`src/rtl/seq_pkg.sv`:
```
// Shared state encodings and timing defaults for the multicycle sequencer.
package seq_pkg;

    typedef enum logic [2:0] {
        StIdle   = 3'd0,
        StFetch  = 3'd1,
        StDecode = 3'd2,
        StExec   = 3'd3,
        StMem    = 3'd4,
        StWb     = 3'd5,
        StHalt   = 3'd6,
        StError  = 3'd7
    } state_e;

    localparam int unsigned MemTimeoutDefault = 16;
    // Wide enough for the largest allowed MEM_TIMEOUT (255).
    localparam int unsigned WaitW = 8;

endpackage

```
`src/rtl/mem_wait_timer.sv`:
```
// Counts unacknowledged request cycles and flags the cycle on which the wait limit is reached.
module mem_wait_timer
    import seq_pkg::*;
#(
    parameter int unsigned MEM_TIMEOUT = MemTimeoutDefault
) (
    input  logic clk,
    input  logic rst_n,
    input  logic req,
    input  logic ack,
    output logic expire
);

    logic [WaitW-1:0] cnt_q, cnt_d;

    // Idle between requests keeps the counter at zero, so every FETCH/MEM entry starts clean.
    always_comb begin
        cnt_d = cnt_q;
        if (!req || ack) begin
            cnt_d = '0;
        end else begin
            cnt_d = cnt_q + WaitW'(1);
        end
    end

    always_ff @(posedge clk) begin
        if (!rst_n) begin
            cnt_q <= '0;
        end else begin
            cnt_q <= cnt_d;
        end
    end

    // An ack on the final allowed cycle wins over the timeout.
    assign expire = req && !ack && (cnt_q == WaitW'(MEM_TIMEOUT - 1));

endmodule

```
`src/rtl/multicycle_sequencer.sv`:
```
// Multicycle control sequencer: FETCH/DECODE/EXEC/MEM/WB with shared request timeout.
module multicycle_sequencer
    import seq_pkg::*;
#(
    parameter int unsigned MEM_TIMEOUT = MemTimeoutDefault,
    parameter int unsigned CNT_W       = 16
) (
    input  logic             clk,
    input  logic             rst_n,
    input  logic             start,
    input  logic             dec_mem_read,
    input  logic             dec_mem_write,
    input  logic             dec_reg_write,
    input  logic             dec_halt,
    output logic             imem_req,
    input  logic             imem_ack,
    output logic             dmem_req,
    output logic             dmem_we,
    input  logic             dmem_ack,
    output logic             ir_we,
    output logic             rf_we,
    output logic             pc_we,
    output logic             busy,
    output logic             halted,
    output logic             err,
    output logic [2:0]       state,
    output logic [CNT_W-1:0] retired
);

    state_e           state_q, state_d;
    logic [CNT_W-1:0] retired_q;
    logic             req_active;
    logic             ack_sel;
    logic             expire;

    assign req_active = (state_q == StFetch) || (state_q == StMem);
    assign ack_sel    = (state_q == StFetch) ? imem_ack : dmem_ack;

    mem_wait_timer #(
        .MEM_TIMEOUT(MEM_TIMEOUT)
    ) u_wait_timer (
        .clk   (clk),
        .rst_n (rst_n),
        .req   (req_active),
        .ack   (ack_sel),
        .expire(expire)
    );

    always_ff @(posedge clk) begin
        if (!rst_n) begin
            state_q   <= StIdle;
            retired_q <= '0;
        end else begin
            state_q <= state_d;
            if (state_q == StWb) begin
                retired_q <= retired_q + CNT_W'(1);
            end
        end
    end

    always_comb begin
        state_d  = state_q;
        imem_req = 1'b0;
        ir_we    = 1'b0;
        dmem_req = 1'b0;
        dmem_we  = 1'b0;
        rf_we    = 1'b0;
        pc_we    = 1'b0;
        unique case (state_q)
            StIdle: begin
                if (start) state_d = StFetch;
            end
            StFetch: begin
                imem_req = 1'b1;
                ir_we    = imem_ack;
                if (imem_ack)    state_d = StDecode;
                else if (expire) state_d = StError;
            end
            StDecode: begin
                state_d = dec_halt ? StHalt : StExec;
            end
            StExec: begin
                if (dec_mem_read && dec_mem_write)      state_d = StError;
                else if (dec_mem_read || dec_mem_write) state_d = StMem;
                else                                    state_d = StWb;
            end
            StMem: begin
                dmem_req = 1'b1;
                dmem_we  = dec_mem_write;
                if (dmem_ack)    state_d = StWb;
                else if (expire) state_d = StError;
            end
            StWb: begin
                pc_we   = 1'b1;
                rf_we   = dec_reg_write;
                state_d = StFetch;
            end
            StHalt:  state_d = StHalt;
            StError: state_d = StError;
            default: state_d = StError;
        endcase
    end

    assign busy    = !((state_q == StIdle) || (state_q == StHalt) || (state_q == StError));
    assign halted  = (state_q == StHalt);
    assign err     = (state_q == StError);
    assign state   = state_q;
    assign retired = retired_q;

endmodule

```
`config.mk`:
```
export PLATFORM = sky130hd
export DESIGN_NAME = multicycle_sequencer
export DESIGN_NICKNAME = d
export VERILOG_FILES = /design/src/rtl/seq_pkg.sv /design/src/rtl/mem_wait_timer.sv /design/src/rtl/multicycle_sequencer.sv
export SDC_FILE = /design/constraint.sdc
export NUM_CORES = 1
export LEC_CHECK = 0
export CAP_MARGIN = 20
export CORE_MARGIN = 10
export CORE_UTILIZATION = 42
export DETAILED_ROUTE_END_ITERATION = 8
export GPL_TIMING_DRIVEN = 0
export HOLD_SLACK_MARGIN = 0.03
export PLACE_DENSITY_LB_ADDON = 0.3
export SLEW_MARGIN = 40
export SYNTH_ARGS = -nofsm -noshare
export SYNTH_HDL_FRONTEND = slang
export SYNTH_SLANG_ARGS = --single-unit
```
`constraint.sdc`:
```
create_clock -name clk -period 1.7 [get_ports clk]
set_clock_uncertainty 0.15 [all_clocks]
set_input_delay 0.17 -clock clk [delete_from_list [all_inputs] [get_ports clk]]
set_output_delay 0.17 -clock clk [all_outputs]
set_load 0.02 [all_outputs]
```
==> results.md <==
* Status: complete, but fails checks
* Failing checks: negative setup slack
* Via count normalized by instance count at 5.47
* RSZ-0062 raised after global routing: true
* Area of the mapped netlist at 1300 sq um
* Slew headroom at 0.701
* Total net switching power at 254 uW
* Number of detailed-route iterations in the first pass at 4
* FF-to-FF Start: state[1]
* Final nets at 219
* Clock Power Share at 0.266
* Terminus of the critical flop-to-flop path: retired[15]
* Number of buffers on the longest clock path at 2
* Category of the worst setup path launch point: flip-flop
* Clock tree from TritonCTS: yes
* Peak ir drop on the vdd network at 0.000360 V
* Final max-slew violation count at 0
* Final Power at 1030 uW
* Count of buffers inserted at the top-level ports at 36
* Hold violation total from the final report at 0
* Proportion of layout cells with a drive suffix above 1 at 0.354
* Worst reg2reg path depth at 5
* Critical path capture point: dmem_we
* Initial Util at 0.434
* Standard-cell rows at 20
* Largest net degree at the start of global routing at 16
* Residual DRC count at 0
* Routed wire length at 3810 um
* Total leakage power at 0.000963 uW
* Synth-to-layout area growth at 57.4%
* Synthesis warning total at 0
* Area of the core region at 3000 sq um
* Number of vias in the routed layout at 1,307
* Synth unique cells at 34
* Max Cap Violations at 0
* Routed len/inst at 15.9 um
* Number of antenna violations at the first check in global routing at 0
* Number of enable-type register cells in the synthesized netlist at 0
* Vias in the first global route at 1,233
* Antenna violation net count after detailed routing at 0
* Insertion delay of the later-clocked pin in the worst-skew pair at 0.32 ns
* Cell internal power dissipation at 778 uW
* Register-to-Register Setup Slack at 0.01 ns
* Top-level I/O count at 37
* Global placement routability congestion at 0.813
* Global-route wire length before repair at 5800 um
* Proportion of register bits with asynchronous set or reset after synthesis at 0
* Max Fanout on Critical Path at 5
* Switching Fraction at 0.246
* Met1 routed wirelength after detailed routing at 1530 um
* Power per standard cell area at 503 nW/um^2
* Portion of the post-synthesis area used by sequential elements at 0.415
* Commonest cells after routing, fill and taps aside: sky130_fd_sc_hd__nor2_1 (19), sky130_fd_sc_hd__clkdlybuf4s50_1 (13), sky130_fd_sc_hd__dlymetal6s2s_1 (13)
* HPWL Detailed at 2580 um
* Minimum clock period at 1.72 ns
* Min-Delay Path Class: flip-flop to flip-flop
* Detailed route wirelength on metal2 at 2110 um
* Total die area at 5730 sq um
* Final setup vio count at 2
* Post-synthesis sequential element count at 27
* Iteration-0 DRC count of the detailed router at 73
* Worst setup slack after layout at -0.0196 ns
* Metal3 WL at 132 um
* Die span in y at 75.7 um
* Clock sink count at 27
* Pin slew with the least headroom to its limit at 0.449 ns
* GR Overflow Total at 0
* Most common cell after layout, fill and taps aside: sky130_fd_sc_hd__nor2_1
* Highest signal layer in the routed design: met4
* Core utilization of the finished layout at 0.683
* Clock buffers created by TritonCTS at 3
* Net count after synthesis at 168
* Die Width at 75.7 um
* Highest achievable clock rate at 582 MHz
* Top FF cell, synth: sky130_fd_sc_hd__dfxtp_1
* Kind of end point of the critical path: primary output
* Path type of the worst setup path: flip-flop to primary output
* Clock H-tree levels at 1
* Startpoint of the most critical setup path: state[0]
* CTS clock-pin slew for the worst setup and hold paths at 0.15 ns
* Cells after Synth at 156
* Clock root buffer master: sky130_fd_sc_hd__clkbuf_4
* # diodes at 0
* Synthesized area per cell at 8.36 sq um
* Total cell area at the placement stage at 1760 sq um
* Worst setup slack after placement at -0.269 ns
* Part of the cycle the worst path needs at 1.01
* Worst endpoint data arrival time at 1.40 ns
* Combinational share of power at 0.127
* Global-route total usage across every layer at 0.127
* Data required, critical path at 1.38 ns
* Fraction of power consumed by sequential logic at 0.607
* Layout Cell Area excl Fill at 2050 sq um
worst max-delay path: stages (launching register included):
cell,delay [ns]
sky130_fd_sc_hd__dfxtp_4,0.40
sky130_fd_sc_hd__buf_8,0.13
sky130_fd_sc_hd__nand2b_4,0.16
sky130_fd_sc_hd__nor2_4,0.13
sky130_fd_sc_hd__and2_4,0.15
sky130_fd_sc_hd__buf_6,0.11
stage by stage:
step	hold WS (ns)	instances	TNS (ns)
floorplan	0.135	156	-0.0116
global placement	0.274	225	-2.26
detailed placement	0.304	225	-2.98
CTS	0.328	234	-0.00126
global route	0.360	239	-0.353
finish	0.330	239	-0.0345
cell families after synthesis:
| kind of cell | after synthesis | share of synthesized area |
|---|---|---|
| AND/OR/NAND/NOR | 77 | 0.314 |
| flip-flops | 27 | 0.415 |
| AO/OA/AOI/OAI | 22 | 0.0940 |
| XOR/XNOR | 16 | 0.107 |
| buffers and inverters | 9 | 0.0259 |
| adder cells (fa/ha/maj) | 3 | 0.0288 |
| multiplexers | 2 | 0.0154 |
synthesized netlist by cell type (all sizes together), types with 2 or more instances:
| library cell | count | area, sq um |
|---|---|---|
| dfxtp | 27 | 541 |
| nor2 | 24 | 90.1 |
| nand2 | 14 | 52.6 |
| a21oi | 9 | 45.0 |
| xnor2 | 9 | 78.8 |
| nand3 | 8 | 40.0 |
| o21ai | 7 | 35.0 |
| xor2 | 7 | 61.3 |
| clkbuf | 6 | 22.5 |
| nand4 | 4 | 31.3 |
| nor3 | 4 | 20.0 |
| or3 | 4 | 32.5 |
| and3 | 3 | 20.0 |
| ha | 3 | 37.5 |
| inv | 3 | 11.3 |
| or4 | 3 | 22.5 |
| a31oi | 2 | 12.5 |
| and2 | 2 | 12.5 |
| mux2i | 2 | 20.0 |
| nand2b | 2 | 12.5 |
| nor4 | 2 | 12.5 |
| o31ai | 2 | 15.0 |
| or3b | 2 | 17.5 |
worst min-delay path by stage:
stage          depth (start not counted)                    end  slack (ns)                  start
2_1_floorplan                          2               state[0]        0.14                  rst_n
3_3_place_gp                           1  u_wait_timer.cnt_q[0]        0.27  u_wait_timer.cnt_q[0]
3_5_place_dp                           1  u_wait_timer.cnt_q[0]        0.30  u_wait_timer.cnt_q[0]
4_1_cts                                1  u_wait_timer.cnt_q[0]        0.33  u_wait_timer.cnt_q[0]
5_1_grt                                1  u_wait_timer.cnt_q[0]        0.36  u_wait_timer.cnt_q[0]
6_report                               1  u_wait_timer.cnt_q[0]        0.33  u_wait_timer.cnt_q[0]
sequential cells by signal (all words and copies together) (netlist names):
name                cells
u_wait_timer.cnt_q      8
retired                16
state                   3
power groups by stage:
stage	Combinational (uW)	Sequential (uW)	Clock [uW]
5_1_grt	139	629	318
3_5_place_dp	92.9	643	0
4_1_cts	104	627	284
2_1_floorplan	41.4	645	0
6_report	131	627	275
3_3_place_gp	91.8	642	0
metal layers:
metal	GRT usage	vias to the layer above
met5	0	-
li1	-	649
met1	0.140	625
met3	0.0234	4
met4	0.0392	0
met2	0.237	29
cell type report:
type	count	area, sq um
Clock buffer	3	22.5
Tap cell	33	41.3
Multi-Input combinational cell	120	856
Fill cell	225	951
Buffer	5	55.1
Clock inverter	1	5.00
Sequential cell	27	588
Inverter	3	11.3
Timing Repair Buffer	47	473
repair_timing:
item	4_1_cts	5_1_grt
endpoints found under the setup margin	22	34
cloned	0	1
resized for setup	56	39
buffers inserted	6	4
pin swaps	7	14
hold buffers	0	0
hold endpoints to repair	0	0
(Power assumes the default switching activity.)
